## config.mk

```make
export PLATFORM = sky130hd
export DESIGN_NAME = bcd_seg_display
export DESIGN_NICKNAME = d
export VERILOG_FILES = /design/src/rtl/bcd_seg_display.sv
export SDC_FILE = /design/constraint.sdc
export NUM_CORES = 1
export LEC_CHECK = 0
export CAP_MARGIN = 40
export CORE_MARGIN = 3
export CORE_UTILIZATION = 45
export DETAILED_ROUTE_END_ITERATION = 7
export SYNTH_ARGS = -nofsm -noshare
export SYNTH_HDL_FRONTEND = slang
export SYNTH_SLANG_ARGS = --single-unit
```

## constraint.sdc

```tcl
create_clock -name clk50 -period 2.95 [get_ports clk50]
set_clock_uncertainty 0.15 [all_clocks]
set_input_delay 0.295 -clock clk50 [delete_from_list [all_inputs] [get_ports clk50]]
set_output_delay 0.295 -clock clk50 [all_outputs]
set_load 0.02 [all_outputs]
```

## src/rtl/bcd_seg_display.sv

```systemverilog
// Two-digit 7-segment display back-end: double-dabble BCD conversion, overflow LED, heartbeat.
// Latency: 9 cycles from accept to display; value_ready low while busy, no input buffering.
module bcd_seg_display #(
  parameter int TICK_DIV        = 25000000,
  parameter bit LEAD_ZERO_BLANK = 1'b1
) (
  input  logic       clk50,
  input  logic       reset,
  input  logic [7:0] value_in,
  input  logic       value_valid,
  output logic       value_ready,
  output logic [6:0] seg_ten,
  output logic [6:0] seg_one,
  output logic       led,
  output logic       ledclk
);

  localparam logic [6:0] SEG_DASH  = 7'b0111111;
  localparam logic [6:0] SEG_BLANK = 7'b1111111;
  localparam int         CW        = (TICK_DIV > 1) ? $clog2(TICK_DIV) : 1;
  localparam logic [CW-1:0] TICK_MAX = CW'(TICK_DIV - 1);

  typedef enum logic [1:0] {IDLE, CONV, LOAD} state_t;

  state_t        state;
  logic [19:0]   shreg;
  logic [19:0]   adj;
  logic [2:0]    iter;
  logic [CW-1:0] tick_cnt;

  function automatic logic [6:0] seg_code(input logic [3:0] d);
    case (d)
      4'd0:    seg_code = 7'b1000000;
      4'd1:    seg_code = 7'b1111001;
      4'd2:    seg_code = 7'b0100100;
      4'd3:    seg_code = 7'b0110000;
      4'd4:    seg_code = 7'b0011001;
      4'd5:    seg_code = 7'b0010010;
      4'd6:    seg_code = 7'b0000010;
      4'd7:    seg_code = 7'b1111000;
      4'd8:    seg_code = 7'b0000000;
      4'd9:    seg_code = 7'b0010000;
      default: seg_code = SEG_BLANK;
    endcase
  endfunction

  // Nibble-local add-3 correction; 255 fits in three digits so nothing carries out.
  always_comb begin
    adj = shreg;
    if (shreg[19:16] >= 4'd5) adj[19:16] = shreg[19:16] + 4'd3;
    if (shreg[15:12] >= 4'd5) adj[15:12] = shreg[15:12] + 4'd3;
    if (shreg[11:8]  >= 4'd5) adj[11:8]  = shreg[11:8]  + 4'd3;
  end

  always_ff @(posedge clk50 or posedge reset) begin
    if (reset) begin
      state       <= IDLE;
      value_ready <= 1'b1;
      seg_ten     <= SEG_DASH;
      seg_one     <= SEG_DASH;
      led         <= 1'b0;
      iter        <= 3'd0;
      shreg       <= 20'd0;
    end else begin
      case (state)
        IDLE: begin
          if (value_valid && value_ready) begin
            shreg       <= {12'd0, value_in};
            iter        <= 3'd0;
            value_ready <= 1'b0;
            state       <= CONV;
          end
        end
        CONV: begin
          shreg <= {adj[18:0], 1'b0};
          iter  <= iter + 3'd1;
          if (iter == 3'd7) state <= LOAD;
        end
        LOAD: begin
          if (shreg[19:16] != 4'd0) begin
            seg_ten <= SEG_DASH;
            seg_one <= SEG_DASH;
            led     <= 1'b1;
          end else begin
            led     <= 1'b0;
            seg_one <= seg_code(shreg[11:8]);
            seg_ten <= (shreg[15:12] == 4'd0 && LEAD_ZERO_BLANK) ? SEG_BLANK
                                                                 : seg_code(shreg[15:12]);
          end
          value_ready <= 1'b1;
          state       <= IDLE;
        end
        default: begin
          value_ready <= 1'b1;
          state       <= IDLE;
        end
      endcase
    end
  end

  // Free-running heartbeat, independent of the conversion FSM.
  always_ff @(posedge clk50 or posedge reset) begin
    if (reset) begin
      tick_cnt <= '0;
      ledclk   <= 1'b0;
    end else if (tick_cnt == TICK_MAX) begin
      tick_cnt <= '0;
      ledclk   <= ~ledclk;
    end else begin
      tick_cnt <= tick_cnt + 1'b1;
    end
  end

endmodule

```

### Word-level counts from Yosys, hierarchy flattened

Memory sizes are Yosys's and may differ from the RTL's.
Cells that the tools add are included.

* logic and storage cells: 52
* memories kept: 2
* input port bits: 11
* output and inout bits: 17
* flip-flop bits (word level): 67
* ROM bits: 224

Memory list
* (no name shown): words 16, bits a word 7, rd ports 1, clocked after memory_dff 0, wr ports 0, RTL line 32 `case (d)`
* (no name shown): words 16, bits a word 7, rd ports 1, clocked after memory_dff 0, wr ports 0, RTL line 32

* $add $sub $neg: 5
* mux-type cells: 17
* reduce and logical (&&, ||, !) cells: 8
* bitwise operators: 2
* $lt $le $gt $ge: 3
* eq/ne operators: 6

Operator list (number)
* $pmux W20 S2: 1
* $add A25 B1 Y25 const B: 1
* $eq A25 B25 Y1 const B: 1
* $mux W25: 1
* $mux W7: 3
* $mux W20: 1
* $ge A4 B3 Y1 const B: 3
* $add A4 B2 Y4 const B: 2
* $mux W4: 2
* $mux W3: 2
* $pmux W3 S2: 1
* $reduce_and A2 Y1: 3
* $logic_not A4 Y1: 1
* $mux W2: 2
* $ne A2 B2 Y1 const B: 2
* $pmux W2 S2: 1
* $reduce_bool A4 Y1: 1
* $add A3 B1 Y3 const B: 1
* $add A3 B2 Y3 const B: 1
* $eq A3 B3 Y1 const B: 1
* $eq A2 B1 Y1 const B: 1
* $eq A2 B2 Y1 const B: 1
* $logic_not A2 Y1: 1
* $mux W1: 2
* other kinds (4): 5

### Depth between registers and ports, before layout

Gate-level depths: netlist (run 1).

* depth in word-level cells: 3
* depth in mapped cells: 7
* depth with buffers taken out: 6

### Worst setup path after synthesis (run 1)

No wires, ideal clock.

* path type: register to register
* start: reg tick_cnt[0]
* end: reg tick_cnt[22]
* arrival: 1832 ps
* setup time: 73 ps
* path buffers: 1
* required time: 2727 ps
* cell stages (with the launch flop): 7
* slack: 895 ps
* period minus slack after synthesis: 2055 ps
* cell sequence: dfrtp_1 ha_1 nand3_1 or4_1 buf_2 or4_4 a21oi_2

* cells in the longest elaborated chain, start to end: 2
* elaborated cells between the ends (all ways): 3
* classes of those cells: add/sub (1); eq/ne (1); mux (1)

RTL lines
* start: declaration: RTL line 29 `logic [CW-1:0] tick_cnt;`
* start signal: assignment: RTL line 110 `tick_cnt <= tick_cnt + 1'b1;`
* $add A25 B1 Y25 / $eq A25 B25 Y1 (equally long branches): RTL line 110, 106
* $mux W25 *: RTL line 106 `end else if (tick_cnt == TICK_MAX) begin`

Every way passes the cells marked *; elsewhere a longest branch is shown, timed or not.
A chain may end at the register's enable or synchronous reset.

### Final worst setup path (run 1)

* start: reg tick_cnt[7]
* end: reg ledclk

* cells in the longest elaborated chain, start to end: 1

RTL lines
* $eq A25 B25 Y1: RTL line 106
* end signal: assignment: RTL line 108 `ledclk <= ~ledclk;`
* end: declaration: RTL line 15 `output logic ledclk`

No other way between the ends.

==> flow_summary.ini, run 1 <==
[power_and_ir_drop]
clockPowerShare = 0.256
swShare = 0.353
p_int_w = 0.00233
ir_worst_vdd_mv = 0.437
power.density_nw_per_um2 = 888
p_leak_nw = 1.75
netSwitchingPower_w = 0.00127
p_seq_frac = 0.390
pwr-share-comb = 0.354

[yosys]
synth_area_um2 = 3400
syn_nets = 373
yosysTopAreaCell = dfrtp_1
ys_types = 47
synth_seq_area_share = 0.497
synth-edff-count = 0
synth_cells = 347
synth_top_area_share = 0.397
ys_seq_elements = 67
netlist_top_cells_area = dfrtp_1 40%, dfstp_2 10%, ha_1 5.5%, nor2_1 3.7%, o21ai_0 3.7%
synth-main-ff-cell = dfrtp_1
ys_async_sr_fraction = 1.00
avgSynthCellArea_um2 = 9.81
ys_warn_count = 0

[detailed_routing]
num_vias = 2500
first_iter_violations = 95
wl_per_cell_um = 13.5
ant_nets = 0
first_pass_iters = 6
via_per_inst = 5.22
routed_wl_mm = 6.45
drc = 0

[cells_and_area]
final_common_cell = dfrtp_1
antenna_cells = 0
drive_gt1_frac = 0.113
finish.utilization = 0.555
nNetsFinal = 401
fin_area_um2 = 4050
mostFrequentLayoutCells = 54 x dfrtp_1, 34 x nor2_1, 33 x nand2_1
nFillCells = 707
syn2layout_area_growth_pct = 18.9

[clock_network]
cts_setup_buffers = 0
cts.repair.resized = 0
clk_path_buf_depth = 2
root_buffer = clkbuf_8
cts_sinks = 67
ctsHoldBuffers = 0
cts-htree-levels = 3
clk_pin_slew_ns = 0.07
cts_tree = yes
cts_buffers = 9
clkLatencyLatePin_ns = 0.34

[critical_path]
r2r_end = ledclk
worstSetupEndpoint = ledclk
r2r_start = tick_cnt[7]
crit_cells = 4
crit_arrival_ns = 2.34
critPathSlowestCell = or4b_2
crit_chain = or4b_2 > nor3_1 > and4_1 > xor2_1
cp.buffers_inverters = 0
crit_start = tick_cnt[7]
max_stage_delay_ns = 0.67
reg2reg_depth = 4
startpoint_type = flip-flop
cp_data_required_time_ns = 2.99
cp_max_fo = 17
r2r_slack_ns = 0.65
path_class = flip-flop to flip-flop
cp_top_family = simple AND/OR/NAND/NOR gates
cp-end-kind = flip-flop

[die]
io_pins = 28
fp.dieArea_um2 = 8650
core_region_area_um2 = 7290
rows = 31
initial_utilization = 0.467
fp.dieH_um = 93.0
fp.dieW_um = 93.0

[place]
hpwl_mm = 4.53
gp_congestion = 0.766
io_buffers = 27
placed_cell_area_um2 = 3810

[sta]
setup-violations-final = 0
setup_tns_ns = 0
drv_slew = 0
fmax_ghz = 0.434
finalHoldViolCount = 0
relSlewSlack = 0.519
rsz0062_at_grt = false
fin_hold_ws_ns = 0.212
tightestPinTransition_ns = 0.721
period_needed_ns = 2.30
fin_crit_sh = 0.781

[hold_path]
hold_class = input pin to async pin

[grt]
antenna_found_initial = 0
grt_usage = 0.164
grt_pass1_wl_mm = 11.4
grt_util_met3 = 0.0282
grt_pass1_vias = 2422
grt_max_degree = 40
overflow = 0
use_met1 = 0.235
met2_usage = 0.242
grt_busiest_layer = met2

[run_status]
outcome = complete, no violations

[job]
max-cap-violations = 0
[worst min-delay path by stage]
stage,endpoint,slack (ns),depth (start not counted)
after global routing,shreg[10],0.27,2
final,led,0.21,2
after global placement,shreg[7],0.31,2
after detailed placement,ledclk,0.31,1
after CTS,shreg[10],0.22,2
after floorplan,shreg[8],0.30,2
[power groups by stage]
stage / clock (W) / sequential (W) / combinational (W)
global route: 0.000987 / 0.00144 / 0.00147
global placement: 0 / 0.00141 / 0.00126
floorplan: 0 / 0.00140 / 0.000946
finish: 0.000922 / 0.00140 / 0.00127
detailed placement: 0 / 0.00142 / 0.00128
CTS: 0.000947 / 0.00140 / 0.00129
[state kept, by name (all words and copies together), names as in the netlist]
register,flops
state,2
seg_one,7
ledclk,1
value_ready,1
seg_ten,7
iter,3
shreg,20
tick_cnt,25
led,1
[cells by family after synthesis]
group / after synthesis / synth area share
simple gates: 131 / 0.201
compound gates: 72 / 0.124
buf+inv: 29 / 0.0331
flops: 67 / 0.497
xor+xnor: 21 / 0.0540
mux: 12 / 0.0353
fa+ha+maj: 15 / 0.0551
[through the flow]
stage	cells	power, W	setup slack, ns
3_3_place_gp	462	0.00267	0.670
2_1_floorplan	347	0.00234	0.843
5_1_grt	479	0.00390	0.489
4_1_cts	479	0.00364	0.630
3_5_place_dp	463	0.00270	0.644
6_report	479	0.00359	0.645
[synthesized netlist by cell type, drive strengths merged (4+ instances only)]
| library cell | n |
|---|---|
| inv | 13 |
| and4 | 4 |
| or3 | 7 |
| ha | 15 |
| nand2 | 33 |
| a21oi | 25 |
| nor3 | 9 |
| o22ai | 6 |
| nor2 | 34 |
| o22a | 5 |
| mux2i | 12 |
| xnor2 | 14 |
| dfrtp | 54 |
| clkbuf | 11 |
| o21ai | 25 |
| buf | 5 |
| nand2b | 6 |
| nand4 | 9 |
| nand3 | 8 |
| dfstp | 13 |
| xor2 | 7 |
[cell type report]
class,count,area (µm²),area share
flip-flops and latches,67,1690,0.418
well taps,99,124,0.0306
repair buffers,33,328,0.0810
clock inverters,5,100,0.0247
multi-input cells,251,1610,0.399
clock buffers,11,141,0.0349
inverters,13,48.8,0.0121
[routing by layer]
layer  up-vias  share of wire
li1       1275              -
met1      1178           0.51
met2        39           0.43
met3         8          0.033
met4         0          0.018
met5         -              0
No activity file was read; power rests on OpenSTA's default activity.
==> run 2, diff against run 1 <==
--- a/config.mk
+++ b/config.mk
@@ -9,6 +9,7 @@
 export CORE_MARGIN = 3
 export CORE_UTILIZATION = 45
 export DETAILED_ROUTE_END_ITERATION = 7
+export PLACE_DENSITY = 0.67
 export SYNTH_ARGS = -nofsm -noshare
 export SYNTH_HDL_FRONTEND = slang
 export SYNTH_SLANG_ARGS = --single-unit
==> constraint.sdc (replaced) <==
create_clock -name clk50 -period 2.1 [get_ports clk50]
set_clock_uncertainty 0.15 [all_clocks]
set_input_delay 0.21 -clock clk50 [delete_from_list [all_inputs] [get_ports clk50]]
set_output_delay 0.21 -clock clk50 [all_outputs]
set_load 0.02 [all_outputs]
==> run 2 against run 1 <==
Net effect:
- final cell count up 3.1%
- wire length is 2.8% higher
- critical path depth increased by 1
- sequential power grew 40%
- flip-flop and latch count did not move
- register-to-register slack got worse by 0.57 ns
- maximum frequency is 14% higher
- largest cell class unchanged
- global-route usage increased by 0.13 points
- combinational power grew 46%
- sequential share of layout area down 0.60 points
- worst setup slack worse by 0.57 ns
- core utilization grew 0.89 points
==> flow_summary.ini, run 2 (synthesis results as in run 1) <==
[run_status]
outcome = complete, no violations

[die]
fp.dieW_um = 93.0
rows = 31
io_pins = 28
fp.dieArea_um2 = 8650
initial_utilization = 0.467
core_region_area_um2 = 7290
fp.dieH_um = 93.0

[cells_and_area]
drive_gt1_frac = 0.147
antenna_cells = 0
syn2layout_area_growth_pct = 20.8
largest_register_ffs = 25
stdcell_count = 494
final_common_cell = dfrtp_1
mostFrequentLayoutCells = 52 x dfrtp_1, 34 x nor2_1, 33 x nand2_1
regMostFlops = tick_cnt
reg.largest.list = tick_cnt: 25 flops, shreg: 20 flops
fin_area_um2 = 4110
nNetsFinal = 417

[power_and_ir_drop]
total_power_w = 0.00471
p_leak_nw = 1.79
power.density_nw_per_um2 = 1140
ir_worst_vdd_mv = 0.572

[place]
gp_congestion = 0.764
place_ws_ns = 0.0379
dpl.cell_count = 478
hpwl_mm = 4.67
placed_cell_area_um2 = 3930
io_buffers = 27

[clock_network]
clk_path_buf_depth = 2
clkLatencyLatePin_ns = 0.34
cts-htree-levels = 3
cts_sinks = 67
root_buffer = clkbuf_8
cts_tree = yes
clk_pin_slew_ns = 0.07
cts_buffers = 9
ctsHoldBuffers = 0

[critical_path]
cp_max_fo = 8
cp_data_required_time_ns = 2.22
path_class = flip-flop to flip-flop
crit_arrival_ns = 2.15
startpoint_type = flip-flop
reg2reg_depth = 5
r2r_slack_ns = 0.07
r2r_start = tick_cnt[7]
cp-end-kind = flip-flop
r2r_end = tick_cnt[22]

[detailed_routing]
first_iter_violations = 81
ant_nets = 0
wl_per_cell_um = 13.4
drc = 0
first_pass_iters = 4
num_vias = 2603
routed_wl_mm = 6.63
via_per_inst = 5.27

[sta]
fin_crit_sh = 0.965
period_needed_ns = 2.03
relSlewSlack = 0.528
fmax_ghz = 0.493
drv_slew = 0
layout_setup_ws_ns = 0.0728
setup-violations-final = 0
setup_tns_ns = 0
finalHoldViolCount = 0
tightestPinTransition_ns = 0.708

[hold_path]
hold_class = input pin to async pin

[grt]
antenna_found_initial = 0
grt_usage = 0.165
grt_max_degree = 28
grt_pass1_wl_mm = 11.5
grt_pass1_vias = 2514
overflow = 0

[job]
max-cap-violations = 0
[run 2: cell types whose count changed in the layout (fill, tap and decap cells not counted), moves of 2 or more]
| cell | previous run | this run |
|---|---|---|
| dfrtp_2 | 0 | 2 |
| clkbuf_1 | 1 | 5 |
| buf_4 | 5 | 19 |
| bufinv_16 | 3 | 0 |
| clkinv_2 | 2 | 0 |
| dfrtp_1 | 54 | 52 |
[run 2: area by class of cell]
cell class                      count  area, µm²
Inverter                           13       48.8
Fill cell                         663       3180
Tap cell                           99        124
Clock buffer                       15        156
Timing Repair Buffer               49        464
Multi-Input combinational cell    251       1630
Sequential cell                    67       1700
[run 2: timing repair]
item	4_1_cts	5_1_grt
endpoints found under the setup margin	0	7
resized for setup	0	6
buffers inserted	0	1
[run 2: how the worst max path moves through the flow]
stage	start	end	slack, ns
global route	tick_cnt[7]	ledclk	-0.03
CTS	tick_cnt[0]	tick_cnt[22]	0.02
finish	tick_cnt[7]	tick_cnt[22]	0.07
global placement	tick_cnt[0]	tick_cnt[22]	0.1
floorplan	tick_cnt[0]	tick_cnt[22]	0.05
detailed placement	tick_cnt[0]	tick_cnt[22]	0.04
[run 2: per-stage QoR]
stage,hold slack (ns),utilization
after floorplan,0.216,-
after global placement,0.307,0.539
after detailed placement,0.313,0.539
after CTS,0.0555,0.561
after global routing,0.0795,0.564
final,0.0529,0.564
[run 2: routing by layer]
metal  share of wire  vias to the layer above  wire, µm  track usage
li1                -                     1314         -            -
met1            0.48                     1225      3210        0.221
met2            0.46                       55      3050        0.260
met3           0.039                        9       260       0.0314
met4           0.017                        0       111       0.0769
met5               0                        -         0            0
[run 2: power by group]
group / internal (W) / switching (W) / leakage, nW / total, W
sequential: 0.00164 / 0.000324 / 0.840 / 0.00196
clock: 0.000457 / 0.000438 / 0.0778 / 0.000896
combinational: 0.000851 / 0.000999 / 0.870 / 0.00185
[run 2: critical path, cell delays in order, from the launching register on]
cell,delay [ns]
dfrtp_1,0.40
buf_4,0.14
nand4_2,0.11
or4_4,0.60
or4_4,0.43
a21oi_2,0.14
